--- config.mk ---
export PLATFORM = sky130hd
export DESIGN_NAME = centroid_div_sched
export DESIGN_NICKNAME = d
export VERILOG_FILES = /design/src/rtl/centroid_pkg.sv /design/src/rtl/centroid_div_sched.sv
export SDC_FILE = /design/constraint.sdc
export NUM_CORES = 1
export LEC_CHECK = 0
export ABC_CLOCK_PERIOD_IN_PS = 2670
export CAP_MARGIN = 25
export CORE_ASPECT_RATIO = 0.6
export CORE_UTILIZATION = 50
export DETAILED_ROUTE_END_ITERATION = 7
export PLACE_DENSITY_LB_ADDON = 0.25
export SLEW_MARGIN = 20
export SYNTH_ARGS = -nofsm -noshare
export SYNTH_HDL_FRONTEND = slang
export SYNTH_SLANG_ARGS = --single-unit
--- constraint.sdc ---
create_clock -name clk -period 2.67 [get_ports clk]
set_input_delay 0.267 -clock clk [delete_from_list [all_inputs] [get_ports clk]]
set_output_delay 0.267 -clock clk [all_outputs]
set_load 0.02 [all_outputs]
--- src/rtl/centroid_pkg.sv ---
// Shared definitions for the centroid divider scheduler: operand and
// coordinate widths, default image geometry and the sequencer state encoding.
package centroid_pkg;

    localparam int M00_W           = 20;   // pixel-count moment width
    localparam int M_W             = 28;   // first-order moment / quotient width
    localparam int COORD_W         = 12;   // centroid coordinate width
    localparam int IMG_W_DEF       = 720;  // default image width in pixels
    localparam int IMG_H_DEF       = 576;  // default image height in lines
    localparam int DIV_TIMEOUT_DEF = 64;   // default divider wait budget in cycles

    typedef enum logic [2:0] {
        ST_IDLE,
        ST_START_X,
        ST_WAIT_X,
        ST_START_Y,
        ST_WAIT_Y,
        ST_DONE
    } state_t;

    // Clamp a quotient to lim. The compare runs on the full quotient width so
    // a large quotient can never alias to a small coordinate after narrowing.
    function automatic logic [COORD_W-1:0] sat_coord(
        input logic [M_W-1:0] q,
        input logic [M_W-1:0] lim
    );
        return (q > lim) ? lim[COORD_W-1:0] : q[COORD_W-1:0];
    endfunction

endpackage

--- src/rtl/centroid_div_sched.sv ---
// Centroid divider scheduler: on end-of-frame it snapshots the frame moments,
// issues two divisions (m01/m00 for x, m10/m00 for y) to an external shared
// divider, saturates the quotients to the image bounds and publishes x/y.
module centroid_div_sched
    import centroid_pkg::*;
#(
    parameter int IMG_W       = IMG_W_DEF,
    parameter int IMG_H       = IMG_H_DEF,
    parameter int DIV_TIMEOUT = DIV_TIMEOUT_DEF
) (
    input  logic               clk,
    input  logic               rst_n,
    input  logic               eof,
    input  logic [M00_W-1:0]   m00,
    input  logic [M_W-1:0]     m01,
    input  logic [M_W-1:0]     m10,
    output logic               div_start,
    output logic [M_W-1:0]     div_dividend,
    output logic [M00_W-1:0]   div_divisor,
    input  logic [M_W-1:0]     div_quotient,
    input  logic               div_qv,
    output logic [COORD_W-1:0] x,
    output logic [COORD_W-1:0] y,
    output logic               xy_valid,
    output logic               empty,
    output logic               busy,
    output logic               overrun,
    output logic               timeout
);

    localparam int               CNT_W    = $clog2(DIV_TIMEOUT + 1);
    // Last wait count that still accepts a quotient; counting starts at 0 in
    // the START cycle, so timeout appears DIV_TIMEOUT cycles after div_start.
    localparam logic [CNT_W-1:0] CNT_LAST = CNT_W'(DIV_TIMEOUT - 1);
    localparam logic [M_W-1:0]   X_MAX    = M_W'(IMG_W - 1);
    localparam logic [M_W-1:0]   Y_MAX    = M_W'(IMG_H - 1);

    state_t             state;
    logic [M00_W-1:0]   snap_m00;
    logic [M_W-1:0]     snap_m01;
    logic [M_W-1:0]     snap_m10;
    logic [COORD_W-1:0] pend_x;
    logic [CNT_W-1:0]   cnt;

    // Sequencer: state, snapshot, divider handshake, timeout counter and all
    // registered outputs.
    always_ff @(posedge clk or negedge rst_n) begin
        // NOTE: every register here, snapshot and counter included, is cleared
        // by the async reset so an aborted division leaves no residue behind.
        if (!rst_n) begin
            state        <= ST_IDLE;
            snap_m00     <= '0;
            snap_m01     <= '0;
            snap_m10     <= '0;
            pend_x       <= '0;
            cnt          <= '0;
            div_start    <= 1'b0;
            div_dividend <= '0;
            div_divisor  <= '0;
            x            <= '0;
            y            <= '0;
            xy_valid     <= 1'b0;
            empty        <= 1'b0;
            busy         <= 1'b0;
            overrun      <= 1'b0;
            timeout      <= 1'b0;
        end else begin
            // NOTE: pulse outputs default low each cycle and are raised only in
            // the branch that produces them, giving exact one-cycle pulses.
            div_start <= 1'b0;
            xy_valid  <= 1'b0;
            timeout   <= 1'b0;
            overrun   <= eof && (state != ST_IDLE);

            case (state)
                ST_IDLE: begin
                    if (eof) begin
                        snap_m00 <= m00;
                        snap_m01 <= m01;
                        snap_m10 <= m10;
                        busy     <= 1'b1;
                        if (m00 == '0) begin
                            empty    <= 1'b1;
                            xy_valid <= 1'b1;
                            state    <= ST_DONE;
                        end else begin
                            div_start    <= 1'b1;
                            div_dividend <= m01;
                            div_divisor  <= m00;
                            cnt          <= '0;
                            state        <= ST_START_X;
                        end
                    end
                end
                ST_START_X: begin
                    div_dividend <= snap_m01;
                    div_divisor  <= snap_m00;
                    cnt          <= CNT_W'(1);
                    state        <= ST_WAIT_X;
                end
                ST_WAIT_X: begin
                    if (div_qv) begin
                        pend_x       <= sat_coord(div_quotient, X_MAX);
                        div_start    <= 1'b1;
                        div_dividend <= snap_m10;
                        cnt          <= '0;
                        state        <= ST_START_Y;
                    end else if (cnt == CNT_LAST) begin
                        timeout      <= 1'b1;
                        busy         <= 1'b0;
                        div_dividend <= '0;
                        div_divisor  <= '0;
                        cnt          <= '0;
                        state        <= ST_IDLE;
                    end else begin
                        cnt <= cnt + CNT_W'(1);
                    end
                end
                ST_START_Y: begin
                    cnt   <= CNT_W'(1);
                    state <= ST_WAIT_Y;
                end
                ST_WAIT_Y: begin
                    if (div_qv) begin
                        x            <= pend_x;
                        y            <= sat_coord(div_quotient, Y_MAX);
                        empty        <= 1'b0;
                        xy_valid     <= 1'b1;
                        div_dividend <= '0;
                        div_divisor  <= '0;
                        cnt          <= '0;
                        state        <= ST_DONE;
                    end else if (cnt == CNT_LAST) begin
                        timeout      <= 1'b1;
                        busy         <= 1'b0;
                        div_dividend <= '0;
                        div_divisor  <= '0;
                        cnt          <= '0;
                        state        <= ST_IDLE;
                    end else begin
                        cnt <= cnt + CNT_W'(1);
                    end
                end
                ST_DONE: begin
                    busy  <= 1'b0;
                    state <= ST_IDLE;
                end
                default: begin
                    busy  <= 1'b0;
                    state <= ST_IDLE;
                end
            endcase
        end
    end

endmodule

Word-level counts from Yosys, hierarchy flattened
Cells that the tools add are included.
{"block": "word_totals", "ff_bits": 176, "inputBits": 108, "output_inout_bits": 78, "wordCells": 92}
{"block": "op_classes", "add_sub_neg": 1, "magnitude_cmp": 2, "eq_ne": 12, "mux": 43, "bitwise": 1, "n_reduce_logical": 17}
{"op": "28-bit 2-to-1 mux", "n": 5}
{"op": "28-bit one-hot mux with 4 select lines", "n": 1}
{"op": "20-bit 2-to-1 mux", "n": 5}
{"op": "20-bit one-hot mux with 4 select lines", "n": 1}
{"op": "28-bit by 10-bit greater-than comparator with 1-bit output (second input constant)", "n": 2}
{"op": "7-bit 2-to-1 mux", "n": 4}
{"op": "12-bit 2-to-1 mux", "n": 2}
{"op": "7-bit one-hot mux with 3 select lines", "n": 1}
{"op": "20-bit logical NOT", "n": 1}
{"op": "3-bit 2-to-1 mux", "n": 5}
{"op": "3-bit one-hot mux with 5 select lines", "n": 1}
{"op": "1-bit 2-to-1 mux", "n": 14}
{"op": "2-bit inequality test (second input constant)", "n": 6}
{"op": "4-bit AND reduction", "n": 3}
{"op": "7-bit by 1-bit adder with 7-bit output (second input constant)", "n": 1}
{"op": "7-bit by 6-bit equality test with 1-bit output (second input constant)", "n": 1}
{"op": "3-bit by 2-bit equality test with 1-bit output (second input constant)", "n": 2}
{"op": "1-bit one-hot mux with 2 select lines", "n": 3}
{"op": "2-bit AND reduction", "n": 3}
{"op": "3-bit AND reduction", "n": 2}
{"op": "3-bit nonzero test", "n": 2}
{"op": "4-bit nonzero test", "n": 1}
{"op": "2-bit OR reduction", "n": 2}
{"op": "3-bit by 1-bit equality test with 1-bit output (second input constant)", "n": 1}
{"op": "other kinds (7)", "n": 7}

Depth between registers and ports, before layout
{"block": "depth", "ltp_word": 4, "ltp_mapped": 8}

Worst setup path after synthesis
Ideal clock, no wire load.
{"block": "synth_path", "path_kind": "register to register", "start": "register cnt[0]", "end": "register div_dividend[0]", "setup_ns": 0.129, "t_arrival_ns": 1.738, "path_slack_ns": 0.802, "path_stages_with_launch": 9, "path_buffers": 2, "period_less_slack_ns": 1.868, "cell_sequence": "dfrtp_1 ha_1 nand3_1 nor3_2 and2b_1 or2_1 buf_6 buf_6 o2bb2ai_1"}
{"block": "synth_via", "elab_chain_cells": 4, "word_cells_on_any_way": 5, "cone_classes": "eq/ne: 1; mux: 4"}
{"item": "start, declared", "line": "centroid_div_sched.sv:43", "rtl": "logic [CNT_W-1:0] cnt;"}
{"item": "start signal, assigned", "line": "centroid_div_sched.sv:116", "rtl": "cnt <= cnt + CNT_W'(1);"}
{"item": "start signal, assigned", "line": "centroid_div_sched.sv:141", "rtl": "cnt <= cnt + CNT_W'(1);"}
{"item": "7-bit by 6-bit equality test with 1-bit output *", "line": "centroid_div_sched.sv:108, centroid_div_sched.sv:133"}
{"item": "28-bit 2-to-1 mux *"}
{"item": "28-bit 2-to-1 mux (on tied branches)"}
{"item": "28-bit one-hot mux with 4 select lines *"}
{"item": "end signal, assigned", "line": "centroid_div_sched.sv:88", "rtl": "div_dividend <= m01;"}
{"item": "end signal, assigned", "line": "centroid_div_sched.sv:96", "rtl": "div_dividend <= snap_m01;"}
{"item": "end signal, assigned", "line": "centroid_div_sched.sv:105", "rtl": "div_dividend <= snap_m10;"}
{"item": "end, declared", "line": "centroid_div_sched.sv:18", "rtl": "output logic [M_W-1:0] div_dividend,"}
Mark *: on every way between the ends. The rest lies on a longest branch, timed or not.
A chain may end at the register's enable or synchronous reset.

Final worst setup path
{"block": "layout_path", "start": "register state[2]", "end": "register div_divisor[0]"}
{"block": "layout_via", "elab_chain_cells": 3, "word_cells_on_any_way": 10, "cone_classes": "eq/ne: 6; mux: 1; reduce/logical: 3"}
{"item": "start, declared", "line": "centroid_div_sched.sv:38", "rtl": "state_t state;"}
{"item": "start signal, assigned", "line": "centroid_div_sched.sv:51", "rtl": "state <= ST_IDLE;"}
{"item": "start signal, assigned", "line": "centroid_div_sched.sv:85", "rtl": "state <= ST_DONE;"}
{"item": "start signal, assigned", "line": "centroid_div_sched.sv:91", "rtl": "state <= ST_START_X;"}
{"item": "3-bit by 2-bit equality test with 1-bit output (tied with other cells)", "line": "centroid_div_sched.sv:75", "rtl": "case (state)"}
{"item": "2-bit inequality test (no line) / 4-bit nonzero test (equally long branches)"}
{"item": "4-bit AND reduction (no line)"}
{"item": "end signal, assigned", "line": "centroid_div_sched.sv:89", "rtl": "div_divisor <= m00;"}
{"item": "end signal, assigned", "line": "centroid_div_sched.sv:97", "rtl": "div_divisor <= snap_m00;"}
{"item": "end, declared", "line": "centroid_div_sched.sv:19", "rtl": "output logic [M00_W-1:0] div_divisor,"}
Parallel ways exist; a longest one is shown, timed or not.

==> impl_results.md <==
* Run status: complete, no violations
* Sequential power share at 35.8%
* Setup slack of the critical path after layout at 0.4380 ns
* Power share of the combinational group at 44.9%
* Setup WS pre-CTS at 0.3708 ns
* Antenna violations before repair at 0
* Count of nets after finishing at 1,035
* H-tree levels at 4
* Total count of max-transition violations in the final report at 0
* GR Layer Usage met2 at 37.93%
* Cell area after layout at 10,270 um2
* Total DRC errors in the routed layout at 0
* I/O pin count at 186
* Count of synthesis-stage warnings from yosys at 0
* Count of unique library cells instantiated by Yosys at 49
* Starting density of the core at 51.68%
* Area of placed instances at 9683 um2
* Largest net degree at the start of global routing at 75
* Data required, critical path at 2.97 ns
* Number of enable-type register cells in the synthesized netlist at 0
* Area of the mapped netlist at 7564 um2
* Seq/Total Area, Yosys at 58.23%
* GR peak layer: met1
* Hold Path Cell Cnt at 3
* Top fanout value on the critical path at 20
* Kind of capture point of the worst setup path: flip-flop
* Proportion of power drawn by the clock network at 19.3%
* WP data arrival at 2.53 ns
* Post-detailed-routing wire length at 20,290 um
* GRT Residual Overflow at 0
* Number of cells upsized or downsized after cts at 0
* Count of nets left with antenna violations after detail routing at 0
* Cell depth of the worst flop-to-flop path at 4
* Reg clk slew, reported paths at 0.07 ns
* Clock Tree Buf Depth at 2
* Power dissipated by switching net loads at 5.178 mW
* Class of the tightest hold or removal check: in -> reg
* Max-cap violations at 0
* Die area at 15,640 um2
* Clock sink total at 176
* Min cycle time layout at 2.232 ns
* Final hold violations at 0
* Num CTS Buffers at 17
* Number of global-route vias before repair at 6,254
* Lkg Pwr at 4.643 nW
* Max rail drop VDD at 768.0 uV
* Number of I/O port buffers at 185
* Async SR Flop Fraction at 100.0%
* Layout overhead on the synthesized area at 35.75%
* Synthesized netlist net count at 859
* Horizontal die dimension at 160.8 um
* Mean area per synthesized cell at 10.08 um2
* Post CTS Setup Buffer Count at 0
* Number of filler cells placed in the layout at 1,123
* Clock tree root driver cell: sky130_fd_sc_hd__clkbuf_16
* Cell-internal power at 7.544 mW
* Number of detailed-route iterations in the first pass at 6
* Clock latency of the later-clocked register in the worst-skew pair at 0.42 ns
* Register-to-register path setup slack at 0.44 ns
* GPL Wtd Cong at 0.8180
* Detailed placement HPWL at 13,720 um
* Final cell utilization of the core at 70.16%
* Yosys reg bits at 176
* Initial DRC Count at 657
* Post-detailed-route wirelength per cell at 17.84 um
* Sum of negative setup slack at 0 ns
* Number of diodes added for antenna fixing at 0
* Pwr per Cell Area at 1239 nW/um2
* Unrepaired setup endpoints after global routing: no
* Dominant synthesized flop cell: sky130_fd_sc_hd__dfrtp_1
* Met1 usage in global routing at 41.56%
* Post-route total power at 12.72 mW
* First-pass GRT wire length at 33,060 um
* CP Class: reg -> reg
* Mean number of vias per cell at 5.593
* Share of final-layout standard cells stronger than drive strength 1 at 9.691%
* Height of the die at 97.27 um
* Max transition margin at 53.40%
* Met3 GRT Util at 7.042%
* Worst clock skew at 0.009866 ns
* CTS tree: yes
* Setup violations, final at 0
* Total track usage at 27.04%
* Number of standard cells after synthesis at 750
* Worst Max-Slew Pin Slew at 0.6991 ns
* Final period util at 83.60%
* Vias at 6,359
* Area inside the core boundary at 14,630 um2
* Highest clock rate at 0.4480 GHz
* Fraction of power spent switching nets at 40.70%
* Worst setup SP type: flip-flop
* Cell Rows at 34
placed cells by master (no fill, tap or decap), drive strengths merged, types with 3 or more instances in the layout:
cell type	Yosys	routed
a21oi	18	18
a222oi	28	28
a22oi	20	20
a31o	3	3
a31oi	5	5
and2	11	11
buf	27	22
clkbuf	23	18
clkdlybuf4s50	0	184
clkinvlp	0	4
dfrtp	176	176
inv	5	13
nand2	287	287
nand2b	7	7
nand3	8	8
nor2	31	31
nor3	5	5
nor4	8	8
o21ai	15	15
o2bb2ai	48	48
or4	3	3
sequential cells by signal, indices dropped and copies added, names as in the netlist, 7 cells and up:
signal / cells
snap_m00: 20
x: 12
snap_m01: 28
snap_m10: 28
cnt: 7
y: 12
div_dividend: 28
pend_x: 12
div_divisor: 20
stage by stage:
| stage | hold WS [ns] | instances |
|---|---|---|
| final | 0.3744 | 1137 |
| after global routing | 0.3596 | 1137 |
| after CTS | 0.3609 | 1137 |
| after detailed placement | 0.3337 | 1104 |
| after global placement | 0.3367 | 1104 |
| after floorplan | -0.02859 | 750 |
critical path: stages, from the launching register on:
cell                        delay, ns
sky130_fd_sc_hd__dfrtp_1         0.78
sky130_fd_sc_hd__inv_2           0.12
sky130_fd_sc_hd__and3_1          0.39
sky130_fd_sc_hd__or3_4           0.63
sky130_fd_sc_hd__o2bb2ai_2       0.19
area by class of cell:
type	count	area, um2	share of cell area (%)
Inverter	5	18.77	0.1828
Tap cell	198	247.7	2.413
Multi-Input combinational cell	519	2902	28.26
Timing Repair Buffer	207	2121	20.66
Clock buffer	18	429.2	4.180
Clock inverter	14	145.1	1.414
Sequential cell	176	4404	42.90
power groups by stage:
stage | Clock (mW) | Sequential (mW) | Combinational [mW]
CTS | 2.48 | 4.54 | 5.73
detailed placement | 0 | 4.55 | 5.71
floorplan | 0 | 4.89 | 3.17
global route | 2.60 | 4.68 | 6.21
global placement | 0 | 4.55 | 5.52
finish | 2.45 | 4.56 | 5.72
layer usage:
layer	share of wire, %	vias up
met2	43	268
met5	0	-
met3	8.2	13
met4	0.80	0
li1	-	2961
met1	48	3117
synth_stat cells, drive strengths merged (3+ instances only):
cell	n	area, um2
a21oi	18	90.09
a222oi	28	280.3
a22oi	20	150.1
a31o	3	35.04
a31oi	5	37.53
and2	11	68.82
buf	27	175.2
clkbuf	23	86.33
dfrtp	176	4404
inv	5	18.76
nand2	287	1077
nand2b	7	51.30
nand3	8	45.04
nor2	31	123.9
nor3	5	35.03
nor4	8	50.05
o21ai	15	78.82
o2bb2ai	48	545.5
or4	3	26.27
path summary, 6_finish.rpt:
| path | from | endpoint |
|---|---|---|
| max | state[2]$_DFFE_PN0N_ | div_divisor[0]$_DFFE_PN0P_ |
| min | m10[11] | snap_m10[11]$_DFFE_PN0P_ |
| max reg2reg | state[2]$_DFFE_PN0N_ | div_divisor[0]$_DFFE_PN0P_ |
| min reg2reg | pend_x[5]$_DFFE_PN0P_ | x[5]$_DFFE_PN0P_ |
| max in group asynchronous | rst_n | snap_m01[27]$_DFFE_PN0P_ |
| min in group asynchronous | rst_n | snap_m01[17]$_DFFE_PN0P_ |
cells by family after synthesis:
logic type	count (synthesis)	synth area share, %
compound gates	147	17.34
fa+ha+maj	1	0.1654
buf+inv	55	3.705
flops	176	58.23
simple gates	371	20.56
timing repair:
action | CTS | global route
hold buffers | 1 | 0
endpoints found under the hold margin | 69 | 0
endpoints found under the setup margin | 0 | 0
(Power assumes the default switching activity.)
